## src/rtl/parking_pkg.sv

```systemverilog
// Shared types and constants for the parking gate sequencer.
package parking_pkg;

    localparam int DEF_CNT_W    = 5;
    localparam int DEF_CAPACITY = 16;

    // Synchronized sensor pattern {a,b}
    localparam logic [1:0] S_NONE = 2'b00;
    localparam logic [1:0] S_OUT  = 2'b10;
    localparam logic [1:0] S_BOTH = 2'b11;
    localparam logic [1:0] S_IN   = 2'b01;

    typedef enum logic [2:0] {
        IDLE = 3'd0,
        ENT1 = 3'd1,
        ENT2 = 3'd2,
        ENT3 = 3'd3,
        EXT1 = 3'd4,
        EXT2 = 3'd5,
        EXT3 = 3'd6,
        ERR  = 3'd7
    } state_t;

endpackage

```

## src/rtl/parking_gate_controller_sensor_sync.sv

```systemverilog
// Two-flop synchronizer with synchronous active-high reset.
module sensor_sync #(
    parameter int W = 2
) (
    input  logic         clk,
    input  logic         reset,
    input  logic [W-1:0] i_d,
    output logic [W-1:0] o_q
);

    logic [W-1:0] r_meta;
    logic [W-1:0] r_sync;

    always_ff @(posedge clk) begin
        if (reset) begin
            r_meta <= '0;
            r_sync <= '0;
        end else begin
            r_meta <= i_d;
            r_sync <= r_meta;
        end
    end

    assign o_q = r_sync;

endmodule

```

## src/rtl/parking_gate_controller.sv

```systemverilog
// Decodes car entry/exit from beam-break order and pulses the occupancy counter.
// state | meaning
// IDLE  | both beams clear
// ENT1  | entering, outer blocked
// ENT2  | entering, both blocked
// ENT3  | entering, inner blocked only
// EXT1  | exiting, inner blocked
// EXT2  | exiting, both blocked
// EXT3  | exiting, outer blocked only
// ERR   | illegal transition seen, waiting for both beams clear
module parking_gate_controller
    import parking_pkg::*;
#(
    parameter int CNT_W    = DEF_CNT_W,
    parameter int CAPACITY = DEF_CAPACITY
) (
    input  logic             clk,
    input  logic             reset,
    input  logic             a,
    input  logic             b,
    input  logic [CNT_W-1:0] count,
    output logic             incr,
    output logic             decr,
    output logic             full,
    output logic             empty,
    output logic             seq_err,
    output logic             reject
);

    logic [1:0] w_s;
    logic       w_room;
    logic       w_incr, w_decr, w_rej, w_err;
    state_t     w_next;
    state_t     r_state;
    logic       r_incr, r_decr, r_rej, r_err;

    sensor_sync #(.W(2)) u_sync (
        .clk   (clk),
        .reset (reset),
        .i_d   ({a, b}),
        .o_q   (w_s)
    );

    assign w_room = count < CNT_W'(CAPACITY);
    assign full   = count >= CNT_W'(CAPACITY);
    assign empty  = count == '0;

    always_comb begin
        w_next = r_state;
        w_incr = 1'b0;
        w_decr = 1'b0;
        w_rej  = 1'b0;
        w_err  = 1'b0;
        case (r_state)
            IDLE: case (w_s)
                S_OUT:   w_next = ENT1;
                S_IN:    w_next = EXT1;
                S_BOTH:  begin w_next = ERR; w_err = 1'b1; end
                default: ;
            endcase
            ENT1: case (w_s)
                S_BOTH:  w_next = ENT2;
                S_NONE:  w_next = IDLE;
                S_IN:    begin w_next = ERR; w_err = 1'b1; end
                default: ;
            endcase
            ENT2: case (w_s)
                S_IN:    w_next = ENT3;
                S_OUT:   w_next = ENT1;
                S_NONE:  begin w_next = ERR; w_err = 1'b1; end
                default: ;
            endcase
            ENT3: case (w_s)
                S_NONE:  begin
                    w_next = IDLE;
                    w_incr = w_room;
                    w_rej  = !w_room;
                end
                S_BOTH:  w_next = ENT2;
                S_OUT:   begin w_next = ERR; w_err = 1'b1; end
                default: ;
            endcase
            EXT1: case (w_s)
                S_BOTH:  w_next = EXT2;
                S_NONE:  w_next = IDLE;
                S_OUT:   begin w_next = ERR; w_err = 1'b1; end
                default: ;
            endcase
            EXT2: case (w_s)
                S_OUT:   w_next = EXT3;
                S_IN:    w_next = EXT1;
                S_NONE:  begin w_next = ERR; w_err = 1'b1; end
                default: ;
            endcase
            EXT3: case (w_s)
                S_NONE:  begin
                    w_next = IDLE;
                    w_decr = !empty;
                    w_rej  = empty;
                end
                S_BOTH:  w_next = EXT2;
                S_IN:    begin w_next = ERR; w_err = 1'b1; end
                default: ;
            endcase
            ERR: if (w_s == S_NONE) w_next = IDLE;
            default: w_next = IDLE;
        endcase
    end

    always_ff @(posedge clk) begin
        if (reset) begin
            r_state <= IDLE;
            r_incr  <= 1'b0;
            r_decr  <= 1'b0;
            r_rej   <= 1'b0;
            r_err   <= 1'b0;
        end else begin
            r_state <= w_next;
            r_incr  <= w_incr;
            r_decr  <= w_decr;
            r_rej   <= w_rej;
            r_err   <= w_err;
        end
    end

    assign incr    = r_incr;
    assign decr    = r_decr;
    assign reject  = r_rej;
    assign seq_err = r_err;

endmodule

```

## config.mk

```make
export PLATFORM = sky130hd
export DESIGN_NAME = parking_gate_controller
export DESIGN_NICKNAME = d
export VERILOG_FILES = /design/src/rtl/parking_pkg.sv /design/src/rtl/parking_gate_controller_sensor_sync.sv /design/src/rtl/parking_gate_controller.sv
export SDC_FILE = /design/constraint.sdc
export NUM_CORES = 1
export LEC_CHECK = 0
export CAP_MARGIN = 0
export CORE_UTILIZATION = 45
export DETAILED_ROUTE_END_ITERATION = 10
export PLACE_DENSITY = 0.7
export SYNTH_ARGS = -nofsm -noshare
export SYNTH_HDL_FRONTEND = slang
export SYNTH_SLANG_ARGS = --single-unit
```

## constraint.sdc

```tcl
create_clock -name clk -period 4.68 [get_ports clk]
set_clock_uncertainty 0.2 [all_clocks]
set_input_delay 0.702 -clock clk [delete_from_list [all_inputs] [get_ports clk]]
set_output_delay 0.702 -clock clk [all_outputs]
set_load 0.05 [all_outputs]
```

After elaboration in Yosys (flattened, before gate mapping). Cells that the tools add are included.

Muxes and demuxes: 17. Bitwise operators: 3. $lt $le $gt $ge: 2. Equal/unequal tests: 18. Reductions and logical operators: 11.

Operator list (count): one-hot mux 3 bit (3 select lines) (7); inequality test 4 bit, second input constant (7); one-hot mux 3 bit (8 select lines) (1); equality test 3 bit, second input constant (4); AND reduction 8 bit (1); equality test 3 x 2 -> 1 bit, second input constant (2); two-way mux 1 bit (6); OR reduction 2 bit (3); OR reduction 3 bit (2); >= comparator 5 bit, second input constant (1); logical NOT 5 bit (1); less-than comparator 5 bit, second input constant (1); equality test 2 bit, second input constant (2); one-hot mux 1 bit (4 select lines) (1); equality test 3 x 1 -> 1 bit, second input constant (1); logical NOT 3 bit (1); two-way mux 3 bit (1); NOT 1 bit (3); equality test 2 x 1 -> 1 bit, second input constant (1); logical NOT 1 bit (2); logical NOT 2 bit (1); inequality test 2 bit, second input constant (1); one-hot mux 1 bit (2 select lines) (1).

Bits in registers: 11. Output and inout bits: 6. Word-level logic and storage cells: 58. Bits of input ports: 9.

Logic depth before layout (Yosys ltp). Gate-level depths: netlist of run 1.

Depth in word-level cells: 4. Depth in mapped cells: 7. Gate-level depth less buffers: 7.

By module. Synthesis of run 1 repeated with hierarchy kept, for this count alone.

Cells, all modules: 101. Area, all modules: 819.5 µm².

By module, submodules not included: parking_gate_controller (area an instance 714.4 µm², cells an instance 93, sequential area each 140.1 µm², instances 1); sensor_sync (area an instance 105.1 µm², cells an instance 8, sequential area each 80.1 µm², instances 1).

Least setup slack after synthesis of run 1. OpenSTA, ideal clock, no wires.

Path kind: input -> output. Start point: input count[1]. End point: output empty. Cell stages on the path: 2. Setup slack: 1.849 ns. Path buffers: 0. Data arrival time: 1.929 ns. Required time: 3.778 ns. Cells stage by stage: or4_1 -> nor2_1.

Longest elaborated chain between the ends: 1.

RTL lines: start, declared (line parking_gate_controller.sv:21) `input logic [CNT_W-1:0] count,`; logical NOT 5 bit (line parking_gate_controller.sv:46) `assign empty = count == '0;`; end, declared (line parking_gate_controller.sv:25) `output logic empty,`.

Every way passes these cells.

Worst setup path in the final report of run 1. Ends and elaborated chain as after synthesis.

==> results.txt, run 1 <==
Data arrives at the worst endpoint at 2.66 ns. The worst path meets setup with 1.11 ns of slack. The cell area after technology mapping is 822 um2, and the setup slack at placement is 1.16 ns. The tools report the start of the worst register-to-register path as u_sync.o_q[0]$_SDFF_PP0_. The later pin in the worst-skew pair is clocked with a latency of 0.27 ns.

Setup repair after global routing left no endpoint under its margin. The worst hold path terminates at u_sync.o_q[1]$_SDFF_PP0_. Sequential cells were found to cover 26.8% of the synthesized design area. In this run the worst path has a maximum fanout of 3. Across the VDD grid, the largest voltage drop is 250 uV. The wire length of the first global-routing pass is 2920 um, and the die span in y is 44.7 um. The tools report the maximum number of buffers from clock root to sink as 2.

Cell chosen for the clock root: sky130_fd_sc_hd__clkbuf_4. The post-CTS setup buffer count came out at 0. The clock network burns 14.1% of the power. Number of synthesized flops with an enable pin: 0. The count of cells along the worst hold path was 1. In the synthesized netlist the dominant register cell turns out to be sky130_fd_sc_hd__dfxtp_1.

The final RePlAce weighted congestion came out at 0.843. The run gives 1 as the H-tree level count. The tools report the upper clock frequency limit as 280 MHz.

From synthesis to final layout, the design area changed by 18.9%. The signal on the critical path passes through clkdlybuf4s50_1 > or4_1 > nor2_1 > clkdlybuf4s50_1. The clock transition at the registers of the reported paths was 0.07 ns. Sequential cells account for 37.7% of the total power.

The post-route fraction of the period consumed by the critical path is 76.2%. Once the floorplan was initialized, standard cells occupied 47.6% of the core. Setup violations remaining at the end of the flow were counted as 0. The tools report the number of endpoints with negative hold slack in the final report as 0. The run gives 1230 um as the half-perimeter wire length after detailed placement.

The cell count after synthesis came out at 95. The post-cts resize count was 0. STA classifies the critical path endpoint as an output port. Before antenna repair, the detailed router went through 4 iterations.

For this design the total switching power over the nets is 0.000189 W. The critical path launch point type was a primary input. The library cells used most frequently in the layout, excluding fill and tap cells, are 14 x sky130_fd_sc_hd__clkdlybuf4s50_1, 11 x sky130_fd_sc_hd__dfxtp_1, 8 x sky130_fd_sc_hd__inv_1. The minimum clock period after layout came out at 3.57 ns.

The origin of the worst min-delay path is u_sync.r_meta[1]$_SDFF_PP0_. Synthesis produced a netlist with a net count of 111. The worst setup path is of the primary input to output port kind.

The max-capacitance violation count was 0; the reg-to-reg setup timing slack was 2.32 ns. The number of antenna violations at the first check in global routing was 0. The cell leakage power was 0.378 nW; the total number of vias was 713.

The mean cell area of the mapped netlist is 8.65 um2, and the count of buffers inserted at the top-level ports is 14. The fraction of final layout cells sized beyond drive strength 1 was 9.43%; the critical path data required time was 3.78 ns. The number of max-slew violations in the final report is 0.

Global routing finished with a remaining overflow of 0. The floorplan has 15 rows. After clock tree synthesis, the flow added hold-fix buffers numbering 0.

Buffers inserted during clock tree synthesis total 3. The library cell used most frequently in the layout, excluding fill and tap cells, is sky130_fd_sc_hd__clkdlybuf4s50_1. The cell count of the worst reg-to-reg path works out to 7. Counting flops with an async set or reset pin after synthesis yields a share of 0%.

The largest single stage delay on the critical path is 0.83 ns. After detailed routing, the number of remaining DRC violations is 0. The largest net degree at the start of global routing is 23, and the total negative slack for setup checks is 0 ns.

Vias per cell: 5.44. The detailed router finished its first iteration with 22 violations. Wires add up to 1720 um. For the count of nets left with antenna violations after detail routing, the log shows 0. Of the total power, the share spent switching nets is 42.7%.

The endpoint identified for the worst register-to-register timing path is r_state[2]$_SDFFE_PP0P_. The path class of the tightest hold or removal check is register to register. The floorplan step defined a die boundary enclosing 0.00200 mm2. The clock drives 11 sinks.

Global routing used 20.2% of the available tracks. The tools report the number of global-route vias before repair as 676. Die width: 44.7 um. Dividing the detail-routed wire length by the instance count gives 13.1 um.

The power density over the cells works out to 453 mW/mm2. Per report_power, the combinational group accounts for 48.2% of the total. During synthesis, Yosys emitted a total of 0 warnings. The number of register bits inferred by synthesis works out to 11. The slowest library cell on the worst path was sky130_fd_sc_hd__clkdlybuf4s50_1. For this run, the post-layout net count is 123.

The run finished with clean final reports. Headroom to the max-slew limit came out at 54.4%. The cell-internal power was 0.000254 W.

TritonCTS built the clock tree. 15 I/O pins were placed. The number of antenna diodes in the final layout is 0. In this run the standard cell core region covers 0.00173 mm2. Worst-margin pin slew: 0.683 ns. The count of different cell masters after synthesis is 35.

Among the stages of the critical path, the cell type that occurs most often is sky130_fd_sc_hd__clkdlybuf4s50_1.
-- cells in the mapped netlist (all sizes together) (2+ instances only) --
master	instances	area share [%]
nand3	2	1.2
a21oi	5	3.0
nor4bb	2	2.4
a211oi	4	4.9
clkbuf	3	1.4
nor4	2	3.3
ha	7	11
inv	8	3.7
nand2b	3	2.3
dfxtp	11	27
a31oi	3	2.3
o22ai	2	1.5
nand2	4	1.8
nor2b	6	4.6
o21ai	3	1.8
nor3	2	1.2
nor2	6	2.7
mux2	2	2.7
mux2i	2	2.4
or4	3	2.7
buf	4	4.0
-- registers in the layout, summed over array words and instances, names as in the netlist --
name,cells
seq_err,1
r_state,3
decr,1
u_sync.o_q,2
incr,1
reject,1
u_sync.r_meta,2
-- cells by family after synthesis --
| group | count (synthesis) | synth area share (%) |
|---|---|---|
| and+or+nand+nor | 34 | 25.9 |
| AOI/OAI and AO/OA | 23 | 19.8 |
| buffers and inverters | 15 | 8.98 |
| DFF | 11 | 26.8 |
| adders and majority gates | 7 | 10.7 |
| muxes | 5 | 7.91 |
-- cell type report --
class	instances	area, um2
repair buffers	14	140
fillers	164	749
inverters	8	30.0
flip-flops and latches	11	220
clock inverters	1	5.00
clock buffers	3	22.5
multi-input cells	69	528
well taps	25	31.3
-- power by group through the flow --
| stage | clock (W) | sequential, W | combinational, W |
|---|---|---|---|
| floorplan | 0 | 0.000131 | 0.000222 |
| global placement | 0 | 0.000168 | 0.000211 |
| detailed placement | 0 | 0.000167 | 0.000210 |
| CTS | 0.0000651 | 0.000166 | 0.000212 |
| global route | 0.0000697 | 0.000173 | 0.000236 |
| finish | 0.0000624 | 0.000167 | 0.000214 |
-- critical path, delay by kind of cell --
family | cells | cell delay [ns]
buf+inv | 2 | 1.24
simple gates | 2 | 0.72
-- through the flow --
stage / instances / total power [W] / cell area (um2) / util (%) / hold WS [ns]
detailed placement: 127 / 0.000377 / 950 / 55.0 / 0.243
CTS: 131 / 0.000442 / 977 / 56.6 / 0.260
global placement: 127 / 0.000379 / 950 / 55.0 / 0.222
finish: 131 / 0.000443 / 977 / 56.6 / 0.255
floorplan: 95 / 0.000353 / 822 / - / 0.214
global route: 131 / 0.000479 / 977 / 56.6 / 0.261
-- per-layer routing --
| metal | GRT usage [%] | up-vias | share of wire [%] | wire (um) |
|---|---|---|---|---|
| li1 | - | 365 | - | - |
| met1 | 25.0 | 318 | 43 | 732 |
| met2 | 33.8 | 28 | 52 | 886 |
| met3 | 6.00 | 2 | 4.6 | 79 |
| met4 | 6.06 | 0 | 1.2 | 20 |
| met5 | 0 | - | 0 | 0 |
-- worst max-delay path by stage --
| stage | end | cells past startpoint | slack, ns | from |
|---|---|---|---|---|
| after floorplan | empty | 2 | 1.85 | count[1] |
| after global placement | empty | 4 | 1.20 | count[1] |
| after detailed placement | empty | 4 | 1.16 | count[1] |
| after CTS | empty | 4 | 1.11 | count[1] |
| after global routing | empty | 4 | 1.04 | count[1] |
| final | empty | 4 | 1.11 | count[1] |
(Power assumes the default switching activity.)
==> run 2: changes to the inputs <==
==> constraint.sdc (replaced) <==
create_clock -name clk -period 3.4 [get_ports clk]
set_clock_uncertainty 0.2 [all_clocks]
set_input_delay 0.51 -clock clk [delete_from_list [all_inputs] [get_ports clk]]
set_output_delay 0.51 -clock clk [all_outputs]
set_load 0.05 [all_outputs]
==> run 2 against run 1 <==
Effect of this change:
- power grew 38%
- largest power group unchanged
- highest routed layer unchanged
- critical endpoint is now full
- cell count is the same
- worst setup slack lost 0.28 ns
- cell area shrank 0.26%
- critical path type unchanged
- non-clock buffer count is the same
==> results.txt, run 2 (synthesis results as in run 1) <==
The power density over the cells works out to 627 mW/mm2 (+38%). The logs give 3 (unchanged) for the CTS buffer count and 15 (unchanged) for the count of standard-cell rows. Initial core utilization: 47.6% (unchanged).

The total negative slack for setup checks is 0 ns (unchanged), and the die span in y is 44.7 um (unchanged). After layout, the minimum clock period comes to 2.57 ns. The average routed wire per standard cell is 12.5 um (-4.8%). The share of total power consumed by net switching came out at 42.9% (+0.18 points). More flip-flops sit in one register than any other, and that register is r_state.

The cell-internal power is 0.000349 W (+38%), and the total I/O pin count is 15 (unchanged). The critical path buffer and inverter count was 2 (unchanged); the worst-case headroom to the max-slew limit was 53.4% (-1.0 points). The number of violations reported at the end of detailed-routing iteration 0 is 11 (-50%), and the number of antenna violations at the first check in global routing is 0 (unchanged).

The maximum number of buffers from clock root to sink is 2 (unchanged), and the hold buffer count at CTS is 0 (unchanged). The post-CTS setup buffer count is 0 (unchanged). The detailed-route DRC error count was 0 (unchanged).

Largest fanout on the critical path: 4 (+1). Most prevalent standard cell on the critical path: sky130_fd_sc_hd__clkdlybuf4s50_1. The run gives 14.5% (+0.4 points) as the clock share of power. The worst hold path belongs to the class register to register. The largest individual stage delay along the critical path comes from the cell sky130_fd_sc_hd__clkdlybuf4s50_1. The post-route fraction of the period consumed by the critical path is 75.6%, and the wire length of the first global-routing pass is 2750 um (-5.9%). The run gives 37.7% (about the same) as the share of power burned in registers. The count of cells along the worst hold path came out at 1 (unchanged). Clock insertion delay at the later pin of the skew report: 0.28 ns (about the same). The total stage count of the critical path is 2 (-2). Fraction of power consumed by combinational cells: 47.8% (-0.4 points).

The delay of the slowest cell on the worst path works out to 0.82 ns (about the same). The total power of the final layout is 0.000611 W (+38%), and the critical path data required time is 2.69 ns (-1.09 ns). The final antenna diode count is 0 (unchanged), and the largest net degree at the start of global routing is 23 (unchanged). The run gives 0.830 ns (-0.283 ns) as the setup slack after layout. The number of clock sinks was 11 (unchanged).

By startpoint and endpoint, the worst setup path is classified as primary input to output port. The total number of vias is 713 (unchanged). Setup repair after global routing left no endpoint under its margin.

The signal on the critical path passes through clkdlybuf4s50_1 > clkdlybuf4s50_1. The cell count after placement was 127 (unchanged). For the number of endpoints with negative hold slack in the final report, the log shows 0 (unchanged).

Compared with the post-synthesis result, the final layout area differs by 18.6%. CTS placed an instance of sky130_fd_sc_hd__clkbuf_4 at the clock tree root. The run gives 131 (unchanged) as the final cell count without fillers.

The library cell used most frequently in the layout, excluding fill and tap cells, is sky130_fd_sc_hd__clkdlybuf4s50_1. The total congestion overflow was 0 (unchanged); the clock transition at the registers of the reported paths was 0.07 ns (about the same). The logs give 0.00173 mm2 (unchanged) for the area of the placeable core and 0 (unchanged) for the count of nets left with antenna violations after detail routing. The area of the die came out at 0.00200 mm2 (unchanged). The run finished with clean final reports.

For the cell leakage power, the log shows 0.380 nW (+0.53%). The library cells used most frequently in the layout, excluding fill and tap cells, are 13 x sky130_fd_sc_hd__clkdlybuf4s50_1, 11 x sky130_fd_sc_hd__dfxtp_1, 8 x sky130_fd_sc_hd__inv_1. TritonCTS built the clock tree. The number of nets in the layout was 123 (unchanged); the count of buffers inserted at the top-level ports was 14 (unchanged). The tools report the final setup violation count as 0 (unchanged). The setup slack at placement came out at 0.826 ns (-0.330 ns). The worst vdd rail ir drop came out at 314 uV (+26%).

Half-perimeter wire length after detailed placement: 1180 um (-3.5%). The total track usage was 19.4% (-0.74 points); the worst-margin pin slew was 0.698 ns (+0.0150 ns). The number of flip-flops under the largest register name is 3 (unchanged). The cell count of the worst reg-to-reg path is 7 (unchanged), and the die width is 44.7 um (unchanged). The endpoint type of the worst setup path is an output port.

For the first-pass iteration count of the detailed router, the log shows 4 (unchanged). The kind of cell adding the most delay to the critical path was buffers and inverters. The net load switching power came out at 0.000262 W (+39%). The run gives 0 (unchanged) as the post-cts resize count. The tools report the critical path launch point type as a primary input. The run gives 0 (unchanged) as the number of max-slew violations in the final report. Final RePlAce weighted congestion: 0.854 (+1.4%).

The number of global-route vias before repair was 611 (-9.6%). The upper clock frequency limit is 389 MHz, and the H-tree level count is 1 (unchanged). The vias per cell is 5.44 (unchanged).

The fraction of final layout cells sized beyond drive strength 1 works out to 10.4% (+0.94 points). The final wirelength is 1640 um (-4.8%). The max-capacitance violation count is 0 (unchanged), and the arrival time at the worst endpoint is 1.86 ns (-0.80 ns).
-- run 2: cell type report --
class	count	area, um2
clock inverter	1	5.00
sequential	11	220
fill	167	752
tap	25	31.3
timing repair buffer	14	138
multi-input combinational	69	528
inverter	8	30.0
clock buffer	3	22.5
-- run 2: final timing paths --
kind / start / end / slack (ns)
max reg2reg: u_sync.o_q[0]$_SDFF_PP0_ / r_state[2]$_SDFFE_PP0P_ / 1.04
min reg2reg: u_sync.r_meta[1]$_SDFF_PP0_ / u_sync.o_q[1]$_SDFF_PP0_ / 0.24
min: u_sync.r_meta[1]$_SDFF_PP0_ / u_sync.o_q[1]$_SDFF_PP0_ / 0.24
max: count[4] / full / 0.83
-- run 2: metrics by stage --
stage / instance area [um2] / hold slack, ns / utilization, %
final: 975 / 0.243 / 56.4
after global routing: 975 / 0.265 / 56.4
after CTS: 975 / 0.249 / 56.4
after detailed placement: 947 / 0.228 / 54.9
after global placement: 947 / 0.223 / 54.9
after floorplan: 822 / 0.214 / -
-- run 2: power groups by stage --
stage	Combinational, W	Sequential (W)	Clock (W)
floorplan	0.000306	0.000180	0
global placement	0.000290	0.000232	0
detailed placement	0.000291	0.000232	0
CTS	0.000292	0.000230	0.0000921
global route	0.000320	0.000242	0.0000968
finish	0.000292	0.000231	0.0000885
-- run 2: metal layers --
layer / track usage, % / part of all wire (%) / up-vias
met1: 26.3 / 50 / 333
met4: 10.9 / 2.6 / 0
li1: - / - / 365
met3: 6.00 / 3.2 / 4
met2: 27.4 / 45 / 11
met5: 0 / 0 / -
==> run 3: changes to the inputs <==
--- a/config.mk
+++ b/config.mk
@@ -8,7 +8,7 @@
 export CAP_MARGIN = 0
 export CORE_UTILIZATION = 45
 export DETAILED_ROUTE_END_ITERATION = 10
-export PLACE_DENSITY = 0.7
+export PLACE_DENSITY = 0.73
 export SYNTH_ARGS = -nofsm -noshare
 export SYNTH_HDL_FRONTEND = slang
 export SYNTH_SLANG_ARGS = --single-unit
==> constraint.sdc (replaced) <==
create_clock -name clk -period 2.1 [get_ports clk]
set_clock_uncertainty 0.2 [all_clocks]
set_input_delay 0.315 -clock clk [delete_from_list [all_inputs] [get_ports clk]]
set_output_delay 0.315 -clock clk [all_outputs]
set_load 0.05 [all_outputs]
==> run 3 against run 2 <==
Effect of this change:
- the flow now finishes with violations (negative setup slack)
- sequential cell count did not move
- clock-buffer cell count did not move
- largest power group unchanged
- hold slack got worse by 0.0028 ns
==> results.txt, run 3 (synthesis results as in run 1) <==
The area of the die was 0.00200 mm2 (unchanged). The run finished, with violations left. The register bank with the most flops is r_state. The worst setup path startpoint is u_sync.o_q[0]$_SDFF_PP0_. The first-pass iteration count of the detailed router came out at 4 (unchanged).

For the final setup violation count, the log shows 2 (+2). Setup repair after global routing could not meet its margin everywhere. The count of buffers inserted at the top-level ports is 14 (unchanged). For the H-tree level count, the log shows 1 (unchanged). The tools report the maximum number of buffers from clock root to sink as 2 (unchanged). The clock transition at the registers of the reported paths was 0.07 ns (about the same); the largest net degree at the start of global routing was 15 (-35%).

The tools report the final standard cell area without fillers as 0.00126 mm2 (+29%). For the number of endpoints with negative hold slack in the final report, the log shows 0 (unchanged). The total track usage came out at 21.9% (+2.5 points).

The die span in y came out at 44.7 um (unchanged). For the half-perimeter wire length after detailed placement, the log shows 1500 um (+27%). The clock insertion delay at the later pin of the skew report is 0.26 ns (-0.02 ns), and the wire length of the first global-routing pass is 3230 um (+18%). The logs give 0.497 nW (+31%) for the cell leakage power and 849 (+19%) for the total number of vias. The run gives 72.8% (+16 points) as the fraction of the core area covered by cells at the end of the flow. The number of flip-flops under the largest register name was 3 (unchanged); the area of the placeable core was 0.00173 mm2 (unchanged). The critical path data required time came out at 2.05 ns (-0.64 ns). The class of the worst hold path is register to register. The count of cells along the worst hold path works out to 1 (unchanged). The count of nets left with antenna violations after detail routing was 0 (unchanged); the average routed wire per standard cell was 14.2 um (+14%).

The worst-case headroom to the max-slew limit was 66.4% (+13 points). The number of max-slew violations in the final report is 0 (unchanged), and the final wirelength is 2140 um (+31%). The count of standard-cell rows is 15 (unchanged), and the post-route fraction of the period consumed by the critical path is 101%. Leaving out fill and tap cells, the most frequent cell in the layout is sky130_fd_sc_hd__buf_4. The worst-margin pin slew works out to 0.502 ns (-0.196 ns). In this run the most critical hold path is launched from u_sync.r_meta[1]$_SDFF_PP0_.

The initial core utilization was 47.6% (unchanged); the max-capacitance violation count was 0 (unchanged). For the hold buffer count at CTS, the log shows 0 (unchanged). Post-placement cell area: 0.00108 mm2 (+14%). The number of nets in the layout is 143 (+16%). The tools report the final antenna diode count as 0 (unchanged). STA classifies the critical path startpoint as a register. The power density over the cells came out at 996 mW/mm2 (+59%). Cell chosen for the clock root: sky130_fd_sc_hd__clkbuf_4.

Number of clock sinks: 11 (unchanged). The tools report the total congestion overflow as 0 (unchanged). The detailed-route DRC error count is 0 (unchanged), and the setup slack after layout is -0.0233 ns (-0.854 ns). The run gives 0 (unchanged) as the number of antenna violations at the first check in global routing.

In the layout the commonest cells are 20 x sky130_fd_sc_hd__buf_4, 12 x sky130_fd_sc_hd__clkdlybuf4s50_1, 8 x sky130_fd_sc_hd__dfxtp_1. The final reports fail on negative setup slack. The final RePlAce weighted congestion is 0.854 (about the same), and the vias per cell is 5.62 (+3.3%). Number of global-route vias before repair: 748 (+22%).

The die width is 44.7 um (unchanged). The worst vdd rail ir drop is 819 uV (+160%). Relative to the synthesized area, the layout overhead comes to 53.0%.

The number of violations reported at the end of detailed-routing iteration 0 is 25 (+14), and the minimum clock period after layout is 2.12 ns. Derived from the worst setup path, the maximum achievable clock frequency is 471 MHz. In this run the critical register-to-register path is launched from u_sync.o_q[0]$_SDFF_PP0_. The total I/O pin count came out at 15 (unchanged).

The largest fanout on the critical path was 4 (unchanged). The classification of the worst setup path is register to register. Cell count of the worst reg-to-reg path: 7 (unchanged).

The fraction of final layout cells sized beyond drive strength 1 is 38.1% (+28 points). TritonCTS built the clock tree. The tools report the endpoint type of the worst setup path as a register.

The arrival time at the worst endpoint came out at 2.08 ns (+0.22 ns). For the CTS buffer count, the log shows 3 (unchanged).
-- run 3: changes by cell type in the layout (fill, tap and decap cells not counted), sizes merged --
cell,previous run,this run
buf,1,22
clkdlybuf4s50,13,12
-- run 3: per-stage QoR --
step	setup slack, ns	setup TNS [ns]	power (W)	instances	hold WS (ns)
2_1_floorplan	0.0214	0	0.000787	95	0.184
3_3_place_gp	-0.0152	-0.0276	0.000925	142	0.220
3_5_place_dp	-0.0635	-0.215	0.000938	142	0.232
4_1_cts	0.00155	0	0.00112	146	0.247
5_1_grt	-0.0732	-0.171	0.00133	151	0.256
6_report	-0.0233	-0.0246	0.00125	151	0.240
-- run 3: critical path, stage by stage, from the launching register on --
cell and delay (ns):
sky130_fd_sc_hd__dfxtp_4 0.38, sky130_fd_sc_hd__ha_4 0.18, sky130_fd_sc_hd__or4_4 0.51, sky130_fd_sc_hd__a211oi_4 0.27, sky130_fd_sc_hd__nor4_4 0.08, sky130_fd_sc_hd__buf_4 0.16
sky130_fd_sc_hd__mux2i_1 0.16, sky130_fd_sc_hd__nor2_1 0.07
-- run 3: final timing paths --
kind,slack (ns),end
setup / recovery,-0.02,r_state[0]$_SDFFE_PP0P_
hold / removal,0.24,u_sync.o_q[1]$_SDFF_PP0_
setup reg to reg,-0.02,r_state[0]$_SDFFE_PP0P_
hold reg to reg,0.24,u_sync.o_q[1]$_SDFF_PP0_
-- run 3: routing by layer --
metal  GRT usage, %  vias to the layer above  share of wire, %
li1               -                      407                 -
met1           28.7                      414                43
met2           36.2                       24                51
met3           4.80                        4               4.6
met4           6.67                        0              0.98
met5              0                        -                 0
-- run 3: layout make-up --
class | count | area [um2]
sequential | 11 | 229
fill | 128 | 469
clock buffer | 3 | 22.5
multi-input combinational | 69 | 627
timing repair buffer | 34 | 310
tap | 25 | 31.3
inverter | 8 | 32.5
clock inverter | 1 | 5.00
-- run 3: what timing repair did --
| item | CTS | global route |
|---|---|---|
| pin swaps | 3 | 8 |
| setup buffers | 0 | 5 |
| setup endpoints to repair | 4 | 4 |
| resized for setup | 6 | 19 |
-- run 3: power breakdown --
group	leakage (nW)	total (W)	switching [W]	internal, W
Clock	0.0177	0.000135	0.0000647	0.0000703
Sequential	0.0920	0.000315	0.0000687	0.000246
Combinational	0.387	0.000803	0.000384	0.000419
Total	0.497	0.00125	0.000517	0.000736
